**config.mk**
```make
export PLATFORM = sky130hd
export DESIGN_NAME = arb_weighted_lru
export DESIGN_NICKNAME = d
export VERILOG_FILES = /design/src/rtl/arb_pkg.sv /design/src/rtl/arb_lru_pick.sv /design/src/rtl/arb_weighted_lru.sv
export SDC_FILE = /design/constraint.sdc
export NUM_CORES = 1
export LEC_CHECK = 0
export CAP_MARGIN = 10
export CORE_UTILIZATION = 55
export DETAILED_ROUTE_END_ITERATION = 7
export PLACE_DENSITY_LB_ADDON = 0.15
export RECOVER_POWER = 50
export SYNTH_ARGS = -nofsm -noshare
export SYNTH_HDL_FRONTEND = slang
export SYNTH_SLANG_ARGS = --single-unit
```
**constraint.sdc**
```tcl
create_clock -name clk -period 17 [get_ports clk]
set_clock_uncertainty 0.1 [all_clocks]
set_input_delay 5.1 -clock clk [delete_from_list [all_inputs] [get_ports clk]]
set_output_delay 5.1 -clock clk [all_outputs]
set_load 0.005 [all_outputs]
```
**src/rtl/arb_pkg.sv**
```systemverilog
// arb_pkg: shared arbiter constants and helpers
package arb_pkg;
    function automatic int clog2(input int n);
        int r = 0;
        while ((1 << r) < n) r++;
        return r;
    endfunction
    function automatic int lowestLevel(input int n);
        return n - 1;
    endfunction
    localparam int ARB_REQ_NUM    = 4;
    localparam int ARB_LVL_W      = clog2(ARB_REQ_NUM);
    localparam int ARB_LOWEST_LVL = lowestLevel(ARB_REQ_NUM);
endpackage

```
**src/rtl/arb_lru_pick.sv**
```systemverilog
// arb_lru_pick: picks the asserted request holding the smallest priority level
module arb_lru_pick
    import arb_pkg::*;
#(
    parameter int REQ_NUM = ARB_REQ_NUM,
    localparam int LVL_W = clog2(REQ_NUM)
) (
    input  logic [REQ_NUM-1:0]       req,
    input  logic [REQ_NUM*LVL_W-1:0] levels,
    output logic [REQ_NUM-1:0]       winOneHot,
    output logic [LVL_W-1:0]         winId,
    output logic                     anyReq
);
    logic [LVL_W-1:0] bestLvl;
    always_comb begin
        winId = '0;
        bestLvl = LVL_W'(lowestLevel(REQ_NUM));
        anyReq = 1'b0;
        for (int i = 0; i < REQ_NUM; i++) begin
            if (req[i] && (!anyReq || levels[i*LVL_W +: LVL_W] < bestLvl)) begin
                winId = LVL_W'(i);
                bestLvl = levels[i*LVL_W +: LVL_W];
                anyReq = 1'b1;
            end
        end
        winOneHot = anyReq ? REQ_NUM'(1) << winId : '0;
    end
endmodule

```
**src/rtl/arb_weighted_lru.sv**
```systemverilog
// arb_weighted_lru: LRU arbiter with per-requester burst quotas and encoded grant
module arb_weighted_lru
    import arb_pkg::*;
#(
    parameter int REQ_NUM = ARB_REQ_NUM,
    parameter int WEIGHT_W = 4,
    localparam int LVL_W = clog2(REQ_NUM)
) (
    input  logic                clk,
    input  logic                rst,
    input  logic [REQ_NUM-1:0]  req,
    input  logic                cfg_we,
    input  logic [LVL_W-1:0]    cfg_idx,
    input  logic [WEIGHT_W-1:0] cfg_weight,
    output logic [REQ_NUM-1:0]  grant,
    output logic [LVL_W-1:0]    grant_id,
    output logic                grant_valid,
    output logic                grant_last
);
    localparam logic [LVL_W-1:0] LOWEST = LVL_W'(lowestLevel(REQ_NUM));
    logic [REQ_NUM*LVL_W-1:0] levels, nextLevels;
    logic [WEIGHT_W-1:0]      weights [REQ_NUM];
    logic [WEIGHT_W-1:0]      cnt, load;
    logic [REQ_NUM-1:0]       winOneHot;
    logic [LVL_W-1:0]         winId, winLvl, lvl;
    logic                     anyReq, hold;

    arb_lru_pick #(.REQ_NUM(REQ_NUM)) pick (
        .req(req), .levels(levels), .winOneHot(winOneHot), .winId(winId), .anyReq(anyReq)
    );

    always_comb begin
        grant_id = '0;
        for (int i = 0; i < REQ_NUM; i++) grant_id = grant[i] ? LVL_W'(i) : grant_id;
        grant_valid = |grant;
        grant_last = grant_valid && cnt == WEIGHT_W'(1);
        hold = grant_valid && req[grant_id] && cnt > WEIGHT_W'(1);
        load = weights[winId] == '0 ? WEIGHT_W'(1) : weights[winId];
        winLvl = levels[winId*LVL_W +: LVL_W];
        nextLevels = levels;
        for (int j = 0; j < REQ_NUM; j++) begin
            lvl = levels[j*LVL_W +: LVL_W];
            nextLevels[j*LVL_W +: LVL_W] = LVL_W'(j) == winId ? LOWEST :
                                           lvl > winLvl ? lvl - LVL_W'(1) : lvl;
        end
    end

    always_ff @(posedge clk) begin
        if (rst) begin
            for (int i = 0; i < REQ_NUM; i++) begin
                levels[i*LVL_W +: LVL_W] <= LVL_W'(i);
                weights[i] <= WEIGHT_W'(1);
            end
            grant <= '0;
            cnt <= '0;
        end else begin
            // quota changes land in the register only; the running burst keeps its cnt
            if (cfg_we && {1'b0, cfg_idx} < (LVL_W+1)'(REQ_NUM)) weights[cfg_idx] <= cfg_weight;
            if (hold) begin
                cnt <= cnt - WEIGHT_W'(1);
            end else if (anyReq) begin
                grant <= winOneHot;
                cnt <= load;
                levels <= nextLevels;
            end else begin
                grant <= '0;
                cnt <= '0;
            end
        end
    end
endmodule

```
Yosys cells after proc, flatten, opt, wreduce, memory -nomap -nowiden
Memory sizes are Yosys's and may differ from the RTL's.
Index checks and enable logic that the tools add are counted.
W data, S select, Z words.
{"block": "classes", "muxes": 35, "reduce_logical": 24, "bitwise_logic": 1, "addsub": 5, "eq_ne": 4, "order_cmp": 9, "shift": 2}
{"operator": "$mux W2", "count": 16}
{"operator": "$mux W4", "count": 5}
{"operator": "$mux W1", "count": 13}
{"operator": "$reduce_and A3 Y1", "count": 4}
{"operator": "$gt A2 B2 Y1", "count": 4}
{"operator": "$reduce_bool A2 Y1", "count": 4}
{"operator": "$reduce_or A4 Y1", "count": 2}
{"operator": "$shiftx A8 B4 Y2", "count": 1}
{"operator": "$sub A2 B1 Y2 const B", "count": 4}
{"operator": "$logic_and A1 B1 Y1", "count": 6}
{"operator": "$lt A2 B2 Y1", "count": 3}
{"operator": "$eq A2 B2 Y1 const A", "count": 2}
{"operator": "$eq A4 B1 Y1 const B", "count": 1}
{"operator": "$gt A4 B1 Y1 const B", "count": 1}
{"operator": "$logic_not A4 Y1", "count": 1}
{"operator": "$shl A1 B2 Y4 const A", "count": 1}
{"operator": "$sub A4 B1 Y4 const B", "count": 1}
{"operator": "$logic_not A1 Y1", "count": 3}
{"operator": "$logic_or A1 B1 Y1", "count": 3}
{"operator": "$lt A2 B3 Y1 const B", "count": 1}
{"operator": "$bmux W1 S2", "count": 1}
{"operator": "$eq A1 B2 Y1 const A", "count": 1}
{"operator": "$logic_not A2 Y1", "count": 1}
{"operator": "$not A1 Y1", "count": 1}
{"block": "word_totals", "reg_bits": 16, "ramBits": 16, "n_memories": 1, "elab_cells": 87}
{"memory": "weights", "depth": 4, "word_bits": 4, "read_ports": 1, "rd_clocked_by_memory_dff": 0, "wr": 4, "line": "arb_weighted_lru.sv:22", "text": "logic [WEIGHT_W-1:0] weights [REQ_NUM];"}

Longest topological paths before layout
Gate-level depths: netlist of run 1.
An unclocked memory read counts as a cell.
{"block": "depth", "word_depth": 18, "depth_mapped": 21}

Cells and area by module
Synthesis of run 1 repeated with hierarchy kept, for this count alone.
{"block": "hier_totals", "cells_unflattened": 223, "hier_area_um2": 2178.3}
{"module": "arb_weighted_lru", "area_per_inst_um2": 1855.5, "instances": 1, "cells_each": 180}
{"module": "arb_lru_pick", "area_per_inst_um2": 322.8, "instances": 1, "cells_each": 43}

Worst setup path after synthesis of run 1
Ideal clock, no wire load.
{"block": "synth_path", "path_type": "input port to flip-flop", "from": "in req[1]", "to": "reg levels[3]", "path_slack_ns": 7.634, "path_buffers": 2, "stages": 19, "t_required_ns": 16.805, "arrival_ns": 9.171, "setup_ns": 0.095, "cell_sequence": "buf_2 -> inv_1 -> o21ai_0 -> ha_1 -> o211ai_1 -> nand3_1 -> a21oi_1 -> nand2_1 -> o21a_1 -> ha_1 -> a2111oi_4 -> o21a_2 -> clkbuf_1 -> o22ai_1 -> a21oi_1 -> ha_1 -> or2_2 -> or4_1 -> a221oi_1"}
{"block": "synth_via", "elab_chain_len": 14, "word_cells_on_any_way": 28, "cone_classes": "order compare: 3; eq/ne: 1; shift: 1; mux: 11; bitwise: 1; reduce/logical: 11"}
{"element": "start: declaration", "line": "arb_weighted_lru.sv:11", "text": "input logic [REQ_NUM-1:0] req,"}
{"element": "$logic_and A1 B1 Y1", "line": "arb_lru_pick.sv:20", "text": "if (req[i] && (!anyReq || levels[i*LVL_W +: LVL_W] < bestLvl)) begin"}
{"element": "$mux W2 / $mux W1 (equally long branches)", "line": "arb_lru_pick.sv:20"}
{"element": "$lt A2 B2 Y1 / $logic_not A1 Y1 (equally long branches)", "line": "arb_lru_pick.sv:20"}
{"element": "$logic_or A1 B1 Y1", "line": "arb_lru_pick.sv:20"}
{"element": "$logic_and A1 B1 Y1", "line": "arb_lru_pick.sv:20"}
{"element": "$mux W2 / $mux W1 (equally long branches)", "line": "arb_lru_pick.sv:20"}
{"element": "$lt A2 B2 Y1 / $logic_not A1 Y1 (equally long branches)", "line": "arb_lru_pick.sv:20"}
{"element": "$logic_or A1 B1 Y1", "line": "arb_lru_pick.sv:20"}
{"element": "$logic_and A1 B1 Y1", "line": "arb_lru_pick.sv:20"}
{"element": "$mux W2", "line": "arb_lru_pick.sv:20"}
{"element": "$shiftx A8 B4 Y2", "line": "arb_weighted_lru.sv:39", "text": "winLvl = levels[winId*LVL_W +: LVL_W];"}
{"element": "$gt A2 B2 Y1", "line": "arb_weighted_lru.sv:44", "text": "lvl > winLvl ? lvl - LVL_W'(1) : lvl;"}
{"element": "$reduce_bool A2 Y1 (no line)"}
{"element": "$reduce_and A3 Y1 (no line)"}
{"element": "end signal: indexed assignment", "line": "arb_weighted_lru.sv:51", "text": "levels[i*LVL_W +: LVL_W] <= LVL_W'(i);"}
{"element": "end signal: assignment", "line": "arb_weighted_lru.sv:64", "text": "levels <= nextLevels;"}
{"element": "end: declaration", "line": "arb_weighted_lru.sv:21", "text": "logic [REQ_NUM*LVL_W-1:0] levels, nextLevels;"}
Several ways; a longest one is shown, not always the timed one. The select of a mux whose other input is x is not followed.
A chain may end at the register's enable or synchronous reset.

Worst setup path in the final report of run 1
Ends and elaborated chain as after synthesis.

==> results.cfg, run 1 <==
[grt]
grt_pass1_wl_mm = 7.43
antenna_found_initial = 0
grt_max_degree = 25
grt_usage = 0.243
grt_overflow = 0
grt_pass1_vias = 1651

[min_path]
whs_path_depth = 2
hold_class = reg -> reg

[layout]
antenna_cells = 0
drive_above_1_share = 0.102
final_util = 0.648
syn_to_final_growth_pct = 13.8
fin_nets = 274
design_area_mm2 = 0.00237

[clock_network]
cts_hold_buf = 0
cts_setup_buffers = 0
clk_latency_ps = 290
tritoncts = built
cts.clk_slew.worst_paths_ps = 70
cts.sinks = 32
cts_resized = 0
numCtsBuffers = 5
cts_buffer_depth = 2
cts_max_level = 2
clockRootBuffer = clkbuf_8

[setup_path]
cp-end-kind = flop
cp_slowest_cell = clkdlybuf4s50_1
critPathArrivalTime_ps = 10130
cp_common_cell = ha_1
slowest_delay_ps = 620
crit_chain = clkdlybuf4s50_1 > inv_1 > o21ai_0 > ha_1 > o211ai_1 > nand3_1 > a21oi_1 > nand2_1 > o21a_1 > ha_1 > a2111oi_4 > o21ai_2 > nand3_1 > o22ai_1 > a21oi_1 > ha_1 > or2_2 > or4_1 > a221oi_1
required_ps = 17090
worstPathMaxFanout = 9
worstSetupPathType = in -> reg
start_kind = primary input
reg2reg_depth = 18

[logic_synthesis]
synth_cells = 236
synth_edf_count = 16
synth_commonest_cells = nor2_1 (25), nand2_1 (20), dfxtp_1 (16), edfxtp_1 (16)
synth_fp_nets = 257
ys_seq_elements = 32
synth.most_common_cell = nor2_1
synth_warnings = 0
seq_area_frac_synth = 0.384
synth_area_leaders = edfxtp_1 (23%), dfxtp_1 (15%), ha_1 (4.8%)
synth_top_area_frac = 0.230
netlist_area_mm2 = 0.00209
ys_types = 59
synth_area_leader_cell = edfxtp_1
synth_ff_type = edfxtp_1
avgSynthCellArea_um2 = 8.84
synthArstFlopShare = 0

[sta]
rsz0062_at_grt = false
period_needed_ps = 10040
hold_viol = 0
tns_ps = 0
fin_crit_sh = 0.591
fin_ws_ps = 6960
setup_viol = 0
slew_viol_final = 0
tightest_slew_ps = 1050
max_freq_mhz = 99.6
relSlewSlack = 0.297

[floorplanning]
core-area_mm2 = 0.00366
start_util = 0.570
row_count = 22
dieArea_mm2 = 0.00404
die_x_um = 63.6
die_h_um = 63.6
pin_count = 21

[drt]
drt-initial-drc-count = 140
drc = 0
dr.pass1.iters = 4
vias_per_cell = 5.81
finalWirelength_mm = 4.41
ant_nets = 0
vias = 1754
avgRoutedWirePerCell_um = 14.6

[placement]
pre_cts_slack_ps = 6790
dp_hpwl_mm = 3.33
place_area_mm2 = 0.00229
gp_congestion = 0.906
port_buffers = 20

[pwr]
p_leak_nw = 0.887
vdd_drop_max_uv = 83.4
power_density_mw_per_mm2 = 169

[run_status]
status = finished clean

[flow_run]
drv_cap = 0
[placed cells by master (no fill, tap or decap), types with 2 or more instances in the layout]
cell	n
or4_1	2
a211oi_1	3
a21oi_1	13
mux2i_1	2
o211ai_1	6
a2111oi_0	2
edfxtp_1	16
or3_1	3
dlygate4sd3_1	5
dfxtp_1	16
clkdlybuf4s50_1	15
clkbuf_1	2
nor3_1	5
or2_2	6
and2_0	12
nand2_1	20
o22ai_1	2
xor2_1	2
nand3_1	6
maj3_2	2
nor2b_1	4
nor3b_1	2
nor2_1	25
a22oi_1	3
a21o_1	2
o221a_2	2
clkbuf_8	5
o21ai_0	12
ha_1	8
inv_1	12
o2111ai_1	2
nand2b_1	6
[path summary, 6_finish.rpt]
path               end  slack [ps]  startpoint
max          levels[3]        6960      req[1]
min           grant[0]         420    grant[0]
max reg2reg  levels[3]       11860   levels[1]
min reg2reg   grant[0]         420    grant[0]
[area by class of cell]
| class | count | area [µm²] |
|---|---|---|
| Clock inverter | 2 | 11.3 |
| Timing Repair Buffer | 21 | 204 |
| Inverter | 12 | 45.0 |
| Tap cell | 48 | 60.1 |
| Clock buffer | 6 | 72.6 |
| Sequential cell | 32 | 801 |
| Fill cell | 304 | 1290 |
| Multi-Input combinational cell | 181 | 1180 |
[metal layers]
metal,global-route usage,part of all wire,vias to the layer above
met5,0,0,-
met4,0.0739,0.011,0
met3,0.0507,0.055,6
met1,0.314,0.47,799
met2,0.402,0.47,58
li1,-,-,891
[power by group]
part / internal, mW / switching (mW)
clock: 0.0283 / 0.0277
sequential: 0.0992 / 0.0206
combinational: 0.0997 / 0.127
total: 0.227 / 0.175
[critical path: cells and delay by family]
kind	cells	cell delay, ps
AOI/OAI and AO/OA	9	2160
and+or+nand+nor	5	1290
adders and majority gates	3	880
buffers and inverters	2	680
[flip-flops by register name (all words and copies together), names as in the netlist]
signal   cells
grant        4
levels       8
cnt          4
weights     16
[cell families (layout without fill, tap and decap cells)]
family / after synthesis / count (layout) / share of synthesized area
XOR/XNOR: 2 / 2 / 0.00840
multiplexers: 4 / 4 / 0.0222
buffers and inverters: 23 / 41 / 0.0504
AND/OR/NAND/NOR: 103 / 103 / 0.260
adder cells (fa/ha/maj): 11 / 11 / 0.0636
flip-flops: 32 / 32 / 0.384
AO/OA/AOI/OAI: 61 / 61 / 0.211
[metrics by stage]
stage	power [mW]	cells	hold WS, ps
detailed placement	0.345	294	412
finish	0.402	302	422
global placement	0.342	294	418
global route	0.440	302	458
CTS	0.402	302	427
floorplan	0.290	236	389
Power figures use the tool's default switching activity.
==> run 2, diff against run 1 <==
- CORE_UTILIZATION: 55 -> 51
- clock period: 17 -> 8.75 ns (I/O delays scaled with it)
==> run 2 against run 1 <==
  * Critical path type unchanged
  * Total power is 95% higher
  * Highest routed layer unchanged
  * Clock power grew 110%
  * Register-to-register slack worse by 8200 ps
  * Non-clock buffer count unchanged
==> results.cfg, run 2 (synthesis results as in run 1) <==
[run_status]
status = finished clean

[clock_network]
cts_resized = 0
numCtsBuffers = 5
cts.clk_slew.worst_paths_ps = 70
cts_hold_buf = 0
clockRootBuffer = clkbuf_8
tritoncts = built
cts_setup_buffers = 0
clk_latency_ps = 280
cts.sinks = 32
cts_max_level = 2
cts_buffer_depth = 2

[sta]
fin_ws_ps = 1200
max_freq_mhz = 132
rsz0062_at_grt = false
tightest_slew_ps = 1080
hold_viol = 0
relSlewSlack = 0.280
tns_ps = 0
setup_viol = 0
fin_crit_sh = 0.863
fin_hold_ws_ps = 421
period_needed_ps = 7550
slew_viol_final = 0

[layout]
final_common_cell = nor2_1
multi_input_area_mm2 = 0.00118
antenna_cells = 0
reg.largest.list = weights x16, levels x8
drive_above_1_share = 0.110
seqCellArea_um2 = 801
top_register = weights
mostFrequentLayoutCells = nor2_1 (25), nand2_1 (20), dfxtp_1 (16), edfxtp_1 (16), clkdlybuf4s50_1 (15)
design_area_mm2 = 0.00238
fin_nets = 274
syn_to_final_growth_pct = 14.3
largest_reg_flops = 16
n_fill_cell = 345

[placement]
pre_cts_slack_ps = 943
dp_hpwl_mm = 3.37
port_buffers = 20
place_area_mm2 = 0.00229
gp_congestion = 0.931

[floorplanning]
dieArea_mm2 = 0.00435
pin_count = 21
start_util = 0.549
die_x_um = 66.0
die_h_um = 66.0
row_count = 22
core-area_mm2 = 0.00380

[flow_run]
drv_cap = 0

[setup_path]
start_kind = primary input
slowest_delay_ps = 640
crit_chain = clkdlybuf4s50_1 > inv_1 > o21ai_0 > ha_1 > o211ai_1 > nand3_1 > a21oi_1 > nand2_1 > o21a_1 > ha_1 > a2111oi_4 > o21ai_2 > nand3_1 > o22ai_1 > a21oi_1 > ha_1 > or2_2 > or4_1 > a221oi_1
required_ps = 8830
worstSetupPathType = in -> reg
crit_family = compound AO/OA/AOI/OAI gates
cp_common_cell = ha_1
critPathBufInv = 2
cp-end-kind = flop
critPathArrivalTime_ps = 7630
worstPathMaxFanout = 9
cp_slowest_cell = clkdlybuf4s50_1

[drt]
drc = 0
vias_per_cell = 5.83
vias = 1761
avgRoutedWirePerCell_um = 14.7
ant_nets = 0
drt-initial-drc-count = 108
finalWirelength_mm = 4.43
dr.pass1.iters = 5

[grt]
grt_overflow = 0
grt_pass1_vias = 1676
grt_usage = 0.230
top_usage_layer = met2
grt_max_degree = 25
use_met1 = 0.315
antenna_found_initial = 0
gr-usage-met2 = 0.374
grt_pass1_wl_mm = 7.60
use_met3 = 0.0414

[pwr]
vdd_drop_max_uv = 153
p_leak_nw = 0.894
power_density_mw_per_mm2 = 329

[min_path]
hold_class = reg -> reg
[run 2: changes by cell type in the layout (fill, tap and decap cells not counted), sizes merged]
cell	delta
clkbuf	+1
clkinv	-1
[run 2: tightest hold or removal path, stage by stage, from the launching register on]
cell and delay, ps:
dfxtp_1 350, a21oi_1 70, nor2_1 70
[run 2: worst paths after layout]
check	from	end	slack, ps	depth (start not counted)
max	req[1]	levels[3]	1200	19
min reg2reg	grant[0]	grant[0]	420	2
max reg2reg	levels[1]	levels[3]	3670	18
min	grant[0]	grant[0]	420	2
[run 2: layout make-up]
type	instances	area share
Clock inverter	1	0.00315
Tap cell	48	0.0252
Clock buffer	7	0.0362
Timing Repair Buffer	21	0.0856
Multi-Input combinational cell	181	0.495
Inverter	12	0.0189
Sequential cell	32	0.336
[run 2: where the power goes]
| part | leakage [nW] | internal, mW | switching, mW |
|---|---|---|---|
| Sequential | 0.289 | 0.193 | 0.0402 |
| Combinational | 0.560 | 0.193 | 0.245 |
| Clock | 0.0445 | 0.0638 | 0.0509 |
| Total | 0.894 | 0.449 | 0.336 |
[run 2: routing by layer]
layer / up-vias / wire, µm
li1: 893 / -
met4: 0 / 50
met1: 803 / 2190
met3: 8 / 226
met5: - / 0
met2: 57 / 1960
[run 2: through the flow]
stage | utilization | std cells | total power [mW]
2_1_floorplan | - | 236 | 0.564
3_3_place_gp | 0.604 | 294 | 0.664
3_5_place_dp | 0.604 | 294 | 0.671
4_1_cts | 0.628 | 302 | 0.786
5_1_grt | 0.627 | 302 | 0.863
6_report | 0.627 | 302 | 0.785
